### src/rtl/quadrature_decoder_pkg.sv
// Shared quadrature phase constants and the edge classifier used by the decoder.
package quadrature_decoder_pkg;

  localparam logic [1:0] QUAD_S00 = 2'b00;
  localparam logic [1:0] QUAD_S01 = 2'b01;
  localparam logic [1:0] QUAD_S11 = 2'b11;
  localparam logic [1:0] QUAD_S10 = 2'b10;

  // delta is +1 / 0 / -1 along the Gray sequence; illegal marks a two-bit jump
  typedef struct packed {
    logic signed [1:0] delta;
    logic              illegal;
  } quad_step_t;

  // Position of a phase within the 00->01->11->10 cycle
  function automatic logic [1:0] quad_phase(input logic [1:0] s);
    logic [1:0] idx;
    case (s)
      QUAD_S00: idx = 2'd0;
      QUAD_S01: idx = 2'd1;
      QUAD_S11: idx = 2'd2;
      QUAD_S10: idx = 2'd3;
      default:  idx = 2'd0;
    endcase
    return idx;
  endfunction

  // Classify the move from prev_state to cur_state; the 2-bit phase difference
  // wraps naturally, so 1 is forward, 3 is backward and 2 is a skipped phase.
  function automatic quad_step_t quad_delta(input logic [1:0] prev_state,
                                            input logic [1:0] cur_state);
    quad_step_t res;
    logic [1:0] diff;
    diff        = quad_phase(cur_state) - quad_phase(prev_state);
    res.delta   = 2'sb00;
    res.illegal = 1'b0;
    case (diff)
      2'd1:    res.delta   = 2'sb01;
      2'd3:    res.delta   = 2'sb11;
      2'd2:    res.illegal = 1'b1;
      default: res.delta   = 2'sb00;
    endcase
    return res;
  endfunction

endpackage

### src/rtl/quadrature_decoder_input_debounce.sv
// Two-flop synchroniser followed by a stability counter for one encoder pin.
// After reset the first synchronised sample is adopted directly (ready rises),
// so a pin resting high is not mistaken for a fresh transition.
module input_debounce #(
  parameter int CYCLES = 1000
) (
  input  logic clk,
  input  logic reset,
  input  logic din,
  output logic dout,
  output logic ready
);

  localparam int CW = (CYCLES > 1) ? $clog2(CYCLES) : 1;
  localparam logic [CW-1:0] CNT_MAX = CW'(CYCLES - 1);

  logic          sync1_r;
  logic          sync2_r;
  logic          deb_r;
  logic          ready_r;
  logic [1:0]    fill_r;
  logic [CW-1:0] cnt_r;

  // Synchronise the raw pin, acquire the resting level, then debounce changes
  always_ff @(posedge clk) begin
    if (reset) begin
      sync1_r <= 1'b0;
      sync2_r <= 1'b0;
      deb_r   <= 1'b0;
      ready_r <= 1'b0;
      fill_r  <= 2'd0;
      cnt_r   <= '0;
    end else begin
      sync1_r <= din;
      sync2_r <= sync1_r;
      if (!ready_r) begin
        cnt_r <= '0;
        if (fill_r == 2'd2) begin
          deb_r   <= sync2_r;
          ready_r <= 1'b1;
        end else begin
          fill_r <= fill_r + 2'd1;
        end
      end else if (sync2_r == deb_r) begin
        cnt_r <= '0;
      end else if (cnt_r == CNT_MAX) begin
        deb_r <= sync2_r;
        cnt_r <= '0;
      end else begin
        cnt_r <= cnt_r + {{(CW-1){1'b0}}, 1'b1};
      end
    end
  end

  assign dout  = deb_r;
  assign ready = ready_r;

endmodule

### src/rtl/quadrature_decoder.sv
// Rotary encoder front end: debounced A/B, quadrature tracking, detent division
// into a wrapping 2-bit position code, and illegal-transition flagging.
module quadrature_decoder
  import quadrature_decoder_pkg::*;
#(
  parameter int DEBOUNCE_CYCLES  = 1000,
  parameter int STEPS_PER_DETENT = 4
) (
  input  logic       clk,
  input  logic       reset,
  input  logic       enc_a,
  input  logic       enc_b,
  output logic [1:0] encoder_value,
  output logic       step,
  output logic       dir,
  output logic       error
);

  localparam logic signed [2:0] SUB_MAX = 3'(STEPS_PER_DETENT - 1);
  localparam logic signed [2:0] SUB_MIN = -SUB_MAX;

  logic              a_deb_s;
  logic              b_deb_s;
  logic              a_ready_s;
  logic              b_ready_s;
  logic [1:0]        cur_s;
  quad_step_t        q_s;

  logic              primed_r, primed_s;
  logic [1:0]        prev_r, prev_s;
  logic signed [2:0] sub_r, sub_s;
  logic [1:0]        value_r, value_s;
  logic              step_r, step_s;
  logic              dir_r, dir_s;
  logic              error_r, error_s;

  input_debounce #(.CYCLES(DEBOUNCE_CYCLES)) u_deb_a (
    .clk   (clk),
    .reset (reset),
    .din   (enc_a),
    .dout  (a_deb_s),
    .ready (a_ready_s)
  );

  input_debounce #(.CYCLES(DEBOUNCE_CYCLES)) u_deb_b (
    .clk   (clk),
    .reset (reset),
    .din   (enc_b),
    .dout  (b_deb_s),
    .ready (b_ready_s)
  );

  assign cur_s = {a_deb_s, b_deb_s};

  // Next-state: prime on the first valid sample, then track edges and detents
  always_comb begin
    q_s      = quad_delta(prev_r, cur_s);
    primed_s = primed_r;
    prev_s   = prev_r;
    sub_s    = sub_r;
    value_s  = value_r;
    step_s   = 1'b0;
    dir_s    = dir_r;
    error_s  = 1'b0;
    if (!primed_r) begin
      if (a_ready_s && b_ready_s) begin
        primed_s = 1'b1;
        prev_s   = cur_s;
      end else begin
        prev_s   = prev_r;
      end
    end else begin
      prev_s = cur_s;
      if (q_s.illegal) begin
        error_s = 1'b1;
      end else if (q_s.delta == 2'sb01) begin
        if (sub_r == SUB_MAX) begin
          value_s = value_r + 2'd1;
          step_s  = 1'b1;
          dir_s   = 1'b1;
          sub_s   = 3'sd0;
        end else begin
          sub_s   = sub_r + 3'sd1;
        end
      end else if (q_s.delta == 2'sb11) begin
        if (sub_r == SUB_MIN) begin
          value_s = value_r - 2'd1;
          step_s  = 1'b1;
          dir_s   = 1'b0;
          sub_s   = 3'sd0;
        end else begin
          sub_s   = sub_r - 3'sd1;
        end
      end else begin
        sub_s = sub_r;
      end
    end
  end

  // State and output registers
  always_ff @(posedge clk) begin
    if (reset) begin
      primed_r <= 1'b0;
      prev_r   <= 2'b00;
      sub_r    <= 3'sd0;
      value_r  <= 2'b00;
      step_r   <= 1'b0;
      dir_r    <= 1'b0;
      error_r  <= 1'b0;
    end else begin
      primed_r <= primed_s;
      prev_r   <= prev_s;
      sub_r    <= sub_s;
      value_r  <= value_s;
      step_r   <= step_s;
      dir_r    <= dir_s;
      error_r  <= error_s;
    end
  end

  assign encoder_value = value_r;
  assign step          = step_r;
  assign dir           = dir_r;
  assign error         = error_r;

endmodule

### config.mk
export PLATFORM = sky130hd
export DESIGN_NAME = quadrature_decoder
export DESIGN_NICKNAME = d
export VERILOG_FILES = /design/src/rtl/quadrature_decoder_pkg.sv /design/src/rtl/quadrature_decoder_input_debounce.sv /design/src/rtl/quadrature_decoder.sv
export SDC_FILE = /design/constraint.sdc
export NUM_CORES = 1
export LEC_CHECK = 0
export ABC_AREA = 1
export ABC_CLOCK_PERIOD_IN_PS = 5300
export CAP_MARGIN = 20
export CORE_MARGIN = 5
export CORE_UTILIZATION = 50
export CTS_CLUSTER_DIAMETER = 150
export DETAILED_ROUTE_END_ITERATION = 12
export GPL_TIMING_DRIVEN = 0
export PLACE_DENSITY = 0.68
export SLEW_MARGIN = 0
export SYNTH_ARGS = -nofsm -noshare
export SYNTH_HDL_FRONTEND = slang
export SYNTH_SLANG_ARGS = --single-unit
export TNS_END_PERCENT = 10
### constraint.sdc
create_clock -name clk -period 5.3 [get_ports clk]
set_input_delay 0.53 -clock clk [delete_from_list [all_inputs] [get_ports clk]]
set_output_delay 0.53 -clock clk [all_outputs]
set_load 0.05 [all_outputs]
# Word-level counts from Yosys, hierarchy flattened
# Index checks and enable logic that the tools add are counted.
# word_totals
register_bits	43
in_bits	4
output_inout_bits	5
word_cells	113
# classes
addsub	9
eq_ne	24
muxes	37
bitwise	6
reduce_logical	18
# op_table
operator	n
1-bit two-way mux	24
10-bit by 1-bit adder with 10-bit output (second input constant)	2
10-bit equality test (second input constant)	2
2-bit equality test (second input constant)	9
2-bit one-hot mux with 4 select lines	2
2-bit two-way mux	6
3-bit two-way mux	4
2-bit nonzero test	5
3-bit AND reduction	3
2-bit by 1-bit equality test with 1-bit output (second input constant)	4
2-bit inequality test (second input constant)	4
4-bit OR reduction	2
2-bit by 1-bit adder with 2-bit output (second input constant)	3
3-bit equality test (second input constant)	2
1-bit inverter	6
5-bit AND reduction	1
2-bit logical NOT	2
2-bit one-hot mux with 2 select lines	1
2-bit AND reduction	2
3-bit by 2-bit adder with 3-bit output (second input constant)	1
3-bit OR reduction	1
3-bit by 2-bit subtractor with 3-bit output (second input constant)	1
1-bit equality test	2
2-bit by 1-bit inequality test with 1-bit output (second input constant)	1
4 further kinds	4

# Longest topological paths before layout
# logic_depth
depth_word	8
mapped_depth	15
depth_no_buf	15

# Cells and area by module
# Synthesis repeated with hierarchy kept, for this count alone.
# hier_totals
cells_unflattened	276
hier_area_um2	2214.6
# modules_own_cells
mod	n_inst	cells_each	area_per_inst_um2	seq_area_each_um2
input_debounce	2	91	739.5	320.3
quadrature_decoder	1	94	735.7	220.2

# Worst setup path before layout
# OpenSTA, ideal clock, no wires.
# synth_path
path_type	reg-to-reg
startpoint	register u_deb_a.deb_r, in the netlist u_deb_a.dout
endpoint	register value_r[1], in the netlist encoder_value[1]
setup_ns	0.064
t_arrival_ns	1.760
t_required_ns	5.236
setup_slack_ns	3.475
path_stages_with_launch	16
path_buffers	0
period_less_slack_ns	1.825
path_cell_list	dfxtp_1 inv_1 ha_1 inv_1 ha_1 inv_1 nand3_1 nand2_1 nand2_1 nand2_1 inv_2 nand2_1 nand3_2 nor2_1 nor2_1 nor2_1
# synth_between
elab_chain_len	8
word_cells_on_any_way	19
cone_classes	add/sub: 1; eq/ne: 9; mux: 4; bitwise: 1; reduce/logical: 4
# synth_lines
element	line_no	rtl
start: declaration	quadrature_decoder_input_debounce.sv:19	logic deb_r;
start signal: assignment	quadrature_decoder_input_debounce.sv:39	deb_r <= sync2_r;
start signal: assignment	quadrature_decoder_input_debounce.sv:47	deb_r <= sync2_r;
2-bit equality test (tied with other cells)	quadrature_decoder_pkg.sv:18	case (s)
2-bit one-hot mux with 4 select lines (*)	quadrature_decoder_pkg.sv:18	
2-bit subtractor (*)	quadrature_decoder_pkg.sv:34	diff = quad_phase(cur_state) - quad_phase(prev_state);
2-bit equality test or 2-bit by 1-bit equality test with 1-bit output (tied branches)	quadrature_decoder_pkg.sv:37	case (diff)
2-bit one-hot mux with 2 select lines	quadrature_decoder_pkg.sv:37	
2-bit equality test or 2-bit by 1-bit equality test with 1-bit output (tied branches)	quadrature_decoder.sv:76, quadrature_decoder.sv:85	
2-bit by 1-bit inequality test with 1-bit output (no source line) or 2-bit nonzero test (tied branches)	-	
5-bit AND reduction (no source line)	-	
end signal: assignment	quadrature_decoder.sv:114	value_r <= value_s;
end: declaration	quadrature_decoder.sv:32	logic [1:0] value_r, value_s;
# Mark *: on every way between the ends. The rest lies on a longest branch, timed or not.
# A chain may end at the register's enable or synchronous reset.

# Final worst setup path
# Same ends and word-level chain as after synthesis.

==> results.md <==
- CP Max Fanout: 5
- Final Wtd Congestion: 0.767
- Peak supply drop: 277 uV
- Synthesized cell area: 1960 sq um
- Max_slew headroom: 67.1%
- Synth-to-layout area growth: 13.3%
- Wire per inst: 10.2 um
- Status: complete, no violations
- First-pass GRT wire length: 5940 um
- Vias per cell: 4.83
- Longest Clk Path Bufs: 2
- Number of remaining DRC errors: 0
- YS warnings: 0
- Worst endpoint required time: 5.54 ns
- Commonest non-fill, non-tap cell in the layout: dfxtp_1
- # port buffers: 8
- Final setup margin: 3.26 ns
- Pwr per Cell Area: 361 nW/um^2
- Slew @ Worst Pin: 0.492 ns
- Clk_lat worst skew: 0.29 ns
- Most frequent cells in the layout: dfxtp_1 (43), nor2_1 (38), inv_1 (36), nand2_1 (36), a21oi_1 (19)
- Final hold viol count: 0
- Crit path DAT: 2.27 ns
- Core footprint: 3720 sq um
- Unrepaired setup endpoints after global routing: false
- Die Wd: 72.6 um
- FP Rows: 22
- CTS Buf Count: 5
- Post-cts repair resize count: 0
- Cts hold-fix bufs: 0
- Max-cap violation count: 0
- Vias post-DR: 1,520
- WL final: 3210 um
- # diodes: 0
- Critical path class: flop to flop
- I/O Pins: 9
- Placement Setup Slack: 3.27 ns
- Num Clock Sinks: 43
- Min Tclk post-route: 2.04 ns
- Initial antenna violation count: 0
- Clock Skew: 0.00395 ns
- Final Util: 59.8%
- Startpoint Class: flop
- R2R setup slack: 3.26 ns
- FF+latch count, synth: 43
- Setup repair bufs after CTS: 0
- Fraction of layout cells with a size suffix above 1: 6.37%
- DR iter-0 viols: 99
- Total power: 0.000801 W
- Final Max Slew Viols: 0
- Distinct cells, synth: 27
- Design area: 2220 sq um
- Area of the die: 5270 sq um
- Gr usage total: 14.1%
- Pin count of the biggest net entering global routing: 15
- Die height: 72.6 um
- DPL Wire Length: 2410 um
- Nets: 284
- Grt ovf: 0
- Critical path capture point type: flop
- Final worst-path cycle share: 38.4%
- Vias in the first global route: 1,404
- Hold crit path type: flop to flop
- TritonCTS clock tree: yes
- Highest clock rate: 0.491 GHz
- Syn Nets: 269
- Fillers: 358
- Pleak: 0.906 nW
- DP Area: 2100 sq um
- Number of antenna-violating nets in the routed design: 0
- Sequential share of the synthesized area: 43.9%
- Setup TNS: 0 ns
- Endpoints failing setup: 0
- Root Buffer Master: clkbuf_8
- Starting Density: 52.7%
- Drt pass-1 iters: 4
- Synth Area per Inst: 7.81 sq um
- CTS clk-pin slew, worst paths: 0.08 ns
- Post-Synthesis Cells: 251
- H-tree Lvls: 2
==> cell families (layout without fill, tap and decap cells) <==
group	count (synthesis)	count (layout)	synth area share (%)
and+or+nand+nor	108	108	25.2
adders and majority gates	14	14	8.94
xor gates and xnor gates	9	9	4.02
AOI/OAI and AO/OA	37	37	10.2
DFF	43	43	43.9
buffers and inverters	40	56	7.66
==> per-stage QoR <==
stage / std cells / hold slack [ns]
after global routing: 315 / 0.428
after CTS: 315 / 0.410
after global placement: 307 / 0.395
final: 315 / 0.406
after floorplan: 251 / 0.388
after detailed placement: 307 / 0.397
==> final cells by class <==
type | count | area [sq um] | area share [%]
buffer | 2 | 7.51 | 0.338
timing repair buffer | 8 | 80.1 | 3.61
clock buffer | 6 | 82.6 | 3.72
tap | 48 | 60.1 | 2.70
sequential | 43 | 861 | 38.8
inverter | 38 | 143 | 6.42
clock inverter | 2 | 38.8 | 1.75
multi-input combinational | 168 | 948 | 42.7
==> synthesized netlist by cell type, drive strengths merged <==
| cell | count | share of area [%] |
|---|---|---|
| clkbuf | 2 | 0.38 |
| ha | 14 | 8.9 |
| nand2 | 37 | 7.2 |
| nand3b | 2 | 0.96 |
| a31o | 1 | 0.45 |
| and3 | 1 | 0.32 |
| nor4 | 1 | 0.32 |
| o21a | 3 | 1.1 |
| nor2 | 39 | 7.6 |
| o21ai | 12 | 3.1 |
| nand4 | 5 | 1.6 |
| a21oi | 19 | 4.9 |
| nand3 | 12 | 3.8 |
| xor2 | 9 | 4.0 |
| a31oi | 1 | 0.32 |
| inv | 38 | 7.3 |
| nor3b | 4 | 1.5 |
| a21o | 1 | 0.38 |
| dfxtp | 43 | 44 |
| or2 | 1 | 0.32 |
| nor3 | 6 | 1.5 |
==> report_power, final <==
part,switching (W),internal [W],total (W)
Sequential,0.0000200,0.000351,0.000371
Combinational,0.000106,0.0000569,0.000163
Clock,0.000112,0.000155,0.000267
Total,0.000239,0.000562,0.000801
==> layer usage <==
| layer | wire (um) | up-vias | part of all wire [%] | GRT usage [%] |
|---|---|---|---|---|
| met2 | 1300 | 20 | 40 | 21.2 |
| li1 | - | 831 | - | - |
| met4 | 44 | 0 | 1.4 | 4.30 |
| met5 | 0 | - | 0 | 0 |
| met3 | 126 | 6 | 3.9 | 4.55 |
| met1 | 1740 | 663 | 54 | 19.2 |
==> final timing paths <==
kind,cells past startpoint,end,from
worst max-delay path,15,encoder_value[1],u_deb_a.dout
worst min-delay path,2,u_deb_a.sync2_r,u_deb_a.sync1_r
worst max register to register,15,encoder_value[1],u_deb_a.dout
worst min register to register,2,u_deb_a.sync2_r,u_deb_a.sync1_r
==> sequential cells by signal, indices dropped and copies added, names as in the netlist, 2 cells and up <==
name and cells:
u_deb_b.fill_r 2, u_deb_a.fill_r 2, prev_r 2, u_deb_a.cnt_r 10, u_deb_b.cnt_r 10, sub_r 3
encoder_value 2
==> worst max-delay path, cell delays in order, from the launching register on <==
cell and delay (ns):
dfxtp_1 0.41, inv_1 0.09, ha_1 0.28, inv_1 0.04
ha_1 0.20, inv_1 0.05, nand3_1 0.09, nand2_1 0.08
nand2_1 0.09, nand2_1 0.15, inv_2 0.07, nand2_1 0.07
nand3_2 0.12, nor2_1 0.11, nor2_1 0.05, nor2_1 0.08
No activity file was read; power rests on OpenSTA's default activity.
